`config.mk`:
```
export PLATFORM = sky130hd
export DESIGN_NAME = prim_skid_slice
export DESIGN_NICKNAME = d
export VERILOG_FILES = /design/src/rtl/prim_skid_slice_pkg.sv /design/src/rtl/prim_skid_slice_flop.sv /design/src/rtl/prim_skid_slice.sv
export SDC_FILE = /design/constraint.sdc
export NUM_CORES = 1
export LEC_CHECK = 0
export ABC_AREA = 0
export BUFFER_PORTS_ARGS = -buffer_cell sky130_fd_sc_hd__buf_2
export CORE_AREA = 3 3 40 42
export DETAILED_ROUTE_END_ITERATION = 12
export DIE_AREA = 0 0 43 45
export PLACE_DENSITY = 0.66
export SLEW_MARGIN = 30
export SYNTH_ARGS = -nofsm -noshare
export SYNTH_HDL_FRONTEND = slang
export SYNTH_HIERARCHICAL = 1
export SYNTH_SLANG_ARGS = --single-unit
export TNS_END_PERCENT = 20
```
`constraint.sdc`:
```
create_clock -name clk_i -period 1.4 [get_ports clk_i]
set_input_delay 0.21 -clock clk_i [delete_from_list [all_inputs] [get_ports clk_i]]
set_output_delay 0.21 -clock clk_i [all_outputs]
set_load 0.01 [all_outputs]
```
`src/rtl/prim_skid_slice_pkg.sv`:
```
// Shared types for the two-entry skid slice: sparse FSM encodings and
// small decode helpers used by the slice control logic.
package prim_skid_slice_pkg;

  localparam int unsigned StateWidth = 5;

  // Every pair of legal encodings differs in at least three bits, so a
  // single or double bit upset can never turn one legal state into another.
  typedef enum logic [StateWidth-1:0] {
    StEmpty = 5'b00000,
    StOne   = 5'b00111,
    StFull  = 5'b11001
  } state_e;

  // Occupancy of the slice for a raw state value; illegal values read as 0.
  function automatic logic [1:0] state_count(logic [StateWidth-1:0] s);
    logic [1:0] cnt;
    cnt = 2'd0;
    if (s == StOne) cnt = 2'd1;
    if (s == StFull) cnt = 2'd2;
    return cnt;
  endfunction

  // True when the raw state value is one of the three legal encodings.
  function automatic logic state_legal(logic [StateWidth-1:0] s);
    return (s == StEmpty) || (s == StOne) || (s == StFull);
  endfunction

endpackage

```
`src/rtl/prim_skid_slice_flop.sv`:
```
// Enable flop used for the slice storage registers, plus the technology
// buffer cell that shields its enable from logic merging when requested.

// Technology buffer model: a plain wire in simulation, mapped to a
// dont-touch buffer cell by the target library.
module tc_clk_buffer (
  input  logic clk_i,
  output logic clk_o
);

  assign clk_o = clk_i;

endmodule

// Width-bit register with load enable and asynchronous active-low reset.
module prim_flop_en #(
  parameter int unsigned      Width      = 1,
  parameter bit               EnSecBuf   = 1'b0,
  parameter logic [Width-1:0] ResetValue = '0
) (
  input  logic             clk_i,
  input  logic             rst_ni,
  input  logic             en_i,
  input  logic [Width-1:0] d_i,
  output logic [Width-1:0] q_o
);

  logic en;
  logic [Width-1:0] q_reg;

  // Optionally route the enable through a dedicated buffer so two
  // registers with logically equal enables cannot be collapsed.
  if (EnSecBuf) begin : g_en_buf
    tc_clk_buffer u_en_buf (
      .clk_i (en_i),
      .clk_o (en)
    );
  end else begin : g_en_wire
    assign en = en_i;
  end

  // Load d_i only when enabled; reset content is ResetValue.
  always_ff @(posedge clk_i or negedge rst_ni) begin
    if (!rst_ni) begin
      q_reg <= ResetValue;
    end else if (en) begin
      q_reg <= d_i;
    end
  end

  assign q_o = q_reg;

endmodule

```
`src/rtl/prim_skid_slice.sv`:
```
// Two-entry skid buffer register slice. ready_o comes straight from a flop,
// so neither valid_i nor ready_i has a combinational path to ready_o, while
// a second (skid) register keeps full throughput. The FSM uses sparse
// encodings; any illegal value raises a sticky err_o and recovers to EMPTY.
module prim_skid_slice
  import prim_skid_slice_pkg::*;
#(
  parameter int unsigned      Width      = 1,
  parameter bit               EnSecBuf   = 1'b0,
  parameter logic [Width-1:0] ResetValue = '0
) (
  input  logic             clk_i,
  input  logic             rst_ni,
  input  logic             valid_i,
  output logic             ready_o,
  input  logic [Width-1:0] data_i,
  output logic             valid_o,
  input  logic             ready_i,
  output logic [Width-1:0] data_o,
  output logic [1:0]       count_o,
  output logic             err_o
);

  logic [StateWidth-1:0] state_q;
  logic [StateWidth-1:0] state_d;
  logic                  ready_q;
  logic                  ready_d;
  logic                  err_q;
  logic                  err_d;
  logic                  in_xfer;
  logic                  out_xfer;
  logic                  main_en;
  logic                  skid_en;
  logic                  main_from_skid;
  logic [Width-1:0]      main_d;
  logic [Width-1:0]      main_q;
  logic [Width-1:0]      skid_q;

  assign valid_o  = (state_q == StOne) || (state_q == StFull);
  assign in_xfer  = valid_i && ready_q;
  assign out_xfer = valid_o && ready_i;

  // Next state, register enables and error detection. Enables are only
  // raised in the exact cycle the corresponding register loads.
  always_comb begin
    state_d        = state_q;
    main_en        = 1'b0;
    skid_en        = 1'b0;
    main_from_skid = 1'b0;
    err_d          = err_q;
    case (state_q)
      StEmpty: begin
        if (in_xfer) begin
          main_en = 1'b1;
          state_d = StOne;
        end
      end
      StOne: begin
        if (in_xfer && out_xfer) begin
          main_en = 1'b1;
        end else if (in_xfer) begin
          skid_en = 1'b1;
          state_d = StFull;
        end else if (out_xfer) begin
          state_d = StEmpty;
        end
      end
      StFull: begin
        // ready_q is low here, so no word can arrive in this state.
        if (out_xfer) begin
          main_en        = 1'b1;
          main_from_skid = 1'b1;
          state_d        = StOne;
        end
      end
      default: begin
        err_d   = 1'b1;
        state_d = StEmpty;
      end
    endcase
    if (!state_legal(state_q)) begin
      err_d = 1'b1;
    end
  end

  // ready_o for the next cycle depends only on where the FSM is heading.
  always_comb begin
    ready_d = (state_d != StFull);
  end

  assign main_d = main_from_skid ? skid_q : data_i;

  // FSM state register.
  always_ff @(posedge clk_i or negedge rst_ni) begin
    if (!rst_ni) begin
      state_q <= StEmpty;
    end else begin
      state_q <= state_d;
    end
  end

  // Registered ready: held low in reset, rises on the first edge after.
  always_ff @(posedge clk_i or negedge rst_ni) begin
    if (!rst_ni) begin
      ready_q <= 1'b0;
    end else begin
      ready_q <= ready_d;
    end
  end

  // Sticky encoding-fault flag.
  always_ff @(posedge clk_i or negedge rst_ni) begin
    if (!rst_ni) begin
      err_q <= 1'b0;
    end else begin
      err_q <= err_d;
    end
  end

  prim_flop_en #(
    .Width      (Width),
    .EnSecBuf   (EnSecBuf),
    .ResetValue (ResetValue)
  ) u_main (
    .clk_i  (clk_i),
    .rst_ni (rst_ni),
    .en_i   (main_en),
    .d_i    (main_d),
    .q_o    (main_q)
  );

  prim_flop_en #(
    .Width      (Width),
    .EnSecBuf   (EnSecBuf),
    .ResetValue (ResetValue)
  ) u_skid (
    .clk_i  (clk_i),
    .rst_ni (rst_ni),
    .en_i   (skid_en),
    .d_i    (data_i),
    .q_o    (skid_q)
  );

  assign ready_o = ready_q;
  assign data_o  = main_q;
  assign count_o = state_count(state_q);
  assign err_o   = err_q;

endmodule

```
==> results.toml <==
[grt]
grt_overflow = 0
grt_max_degree = 10
grt_pass1_vias = 479
grt_first_pass_wirelength_mm = 2.10
grt_antenna_before_repair = 0
grt_usage_pct = 15.3

[sta]
report.final.slew_viol_count = 0
final_hold_viol_count = 0
worst_pin_slew_ns = 0.255
holdWs_ns = 0.194
finalSetupViolations = 8
fmax_ghz = 0.633
final.setup.tns_ns = -0.755
max-slew-margin-rel_pct = 82.9
setup_ws_ns = -0.180
fin_skew_ns = 0.00702
finalCriticalPeriod_ns = 1.58
rsz0062_at_grt = "true"
finalCritPeriodShare_pct = 113

[job]
maxCapViolations = 0

[critical_path]
cp_slowest_cell = "dfrtp_1"
cp.depth = 5
cp-start-kind = "flip-flop"
critPathKind = "reg -> out"
cp_num_buf_inv = 3
cp.required_ns = 1.19
critPathCaptureType = "output pin"
critPathMaxStageDelay_ns = 0.41
crit_fanout = 4
crit_path_frequent_cell = "buf_6"
cp_cell_sequence = "and4bb_2 -> nand2_2 -> buf_6 -> inv_2 -> buf_6"
arrival_ns = 1.37
r2r_cells = 5
cp_top_family = "simple AND/OR/NAND/NOR gates"

[drt]
drt_iter0_drc = 4
via_per_inst = 5.24
drc_errors = 0
antenna_left = 0
wl_mm = 1.25
vias = 440
wl_per_cell_um = 14.8
drt_pre_antenna_iters = 4

[floorplan]
die_y_um = 45
dieArea_mm2 = 0.00194
initial_utilization_pct = 37.8
io_pins = 11
coreArea_mm2 = 0.00128
die_w_um = 43
fp-row-count = 13

[place]
numPortBuffers = 10
hpwl_um = 895
placedCellCount = 73
gp_congestion = 0.776

[clock_network]
ctsRootBufferMaster = "clkbuf_4"
clk_pin_slew_worst_paths_ns = 0.06
cts.htree.levels = 1
numClockSinks = 9
numCtsBuffers = 3
cts_tree = "built"
clk_latency_ns = 0.26
clock_path_buffers = 2

[power]
ir_drop_uv = 512
power_density_mw_per_mm2 = 1220
p_leak_uw = 0.000341
p_total_uw = 898

[cells_and_area]
antenna_cells = 0
area_growth_pct = 51.5
final_cells = 84
layout_common_cells = "dfrtp_1, buf_4, buf_2, buf_6"
drive_above_1_share_pct = 59.4
nets = 75

[yosys]
yosysWarnings = 6
synth-seq-cells = 9
synthDistinctLibCells = 23
syn_area_um2 = 485
syn_inst = 41
yosysSeqAreaShare_pct = 46.4
postSynthAreaPerCell_um2 = 11.8
synth_nets = 46

[min_path]
hold_class = "in -> reg"
holdPathStages = 2

[outcome]
outcome = "finished, violations left"
violations = "negative setup slack"
==> cell type report <==
class / instances / area [um2]
clock buffer: 4 / 26.3
fill: 107 / 549
inverter: 3 / 13.8
multi-input combinational: 28 / 255
sequential: 9 / 225
tap: 15 / 18.8
timing repair buffer: 25 / 196
==> synth_stat cells <==
master | number | share of area, %
o21a_1 | 1 | 1.5
nor2_1 | 2 | 1.5
nand4_2 | 2 | 5.2
nand4b_1 | 1 | 1.8
a21oi_1 | 2 | 2.1
nor3_2 | 1 | 2.1
o21ai_1 | 1 | 1.0
o211ai_1 | 1 | 1.5
a31oi_1 | 1 | 1.3
nand2_1 | 2 | 1.5
and3_1 | 1 | 1.3
a21boi_1 | 1 | 1.5
and4bb_1 | 1 | 2.6
buf_6 | 1 | 2.3
mux2_4 | 3 | 9.3
nand3_2 | 1 | 2.1
a32oi_1 | 2 | 3.6
dfrtp_1 | 9 | 46
nand3b_1 | 1 | 1.5
and4bb_2 | 1 | 2.6
a41oi_1 | 1 | 1.8
inv_1 | 3 | 2.3
a21o_1 | 2 | 3.1
==> path summary, 6_finish.rpt <==
kind	from	endpoint	slack, ns
setup / recovery	state_q[2]	count_o[1]	-0.18
hold / removal	ready_i	state_q[3]	0.19
setup reg to reg	state_q[2]	u_main/q_o	-0.17
hold reg to reg	err_o	err_o	0.47
max in group asynchronous	rst_ni	ready_o	0.87
min in group asynchronous	rst_ni	state_q[2]	0.34
==> worst register-to-register path: stages (launching register included) <==
cell and delay (ns):
dfrtp_1 0.41, and4bb_2 0.36, nand2_2 0.08, buf_4 0.14, a31oi_2 0.15, mux2_4 0.31
==> timing repair <==
action | in CTS | in global routing
gates cloned | 0 | 0
pin swaps | 4 | 4
endpoints found under the setup margin | 5 | 9
hold endpoints to repair | 9 | 0
resized for setup | 11 | 3
hold buffers | 1 | 0
setup buffers | 5 | 1
==> registers in the layout, indices dropped and copies added (netlist names) <==
signal      count
u_main/q_o      1
ready_o         1
state_q         5
u_skid/q_o      1
err_o           1
==> logic make-up (layout without fill, tap and decap cells) <==
logic type | count (synthesis) | count (layout) | synth area share [%]
buf+inv | 4 | 32 | 4.64
compound gates | 12 | 12 | 17.5
flops | 9 | 9 | 46.4
mux | 3 | 3 | 9.28
simple gates | 13 | 13 | 22.2
==> routing by layer <==
| metal | up-vias | part of all wire, % | track usage, % |
|---|---|---|---|
| met5 | - | 0 | 0 |
| met4 | 0 | 2.6 | 10.8 |
| li1 | 217 | - | - |
| met2 | 12 | 54 | 26.3 |
| met3 | 4 | 1.8 | 2.39 |
| met1 | 207 | 42 | 17.3 |
==> through the flow <==
stage | setup slack [ns] | util (%) | cell area [um2]
floorplan | -0.0978 | - | 492
global placement | -0.119 | 47.4 | 609
detailed placement | -0.123 | 47.4 | 609
CTS | -0.177 | 55.9 | 718
global route | -0.243 | 57.3 | 736
finish | -0.180 | 57.3 | 736
==> power by group <==
group	leakage, uW	internal (uW)	switching [uW]
Combinational	0.000216	175	163
Clock	0.0000150	110	92.5
Sequential	0.000110	315	43.5
Note: power is estimated with default switching activity, not from simulation.
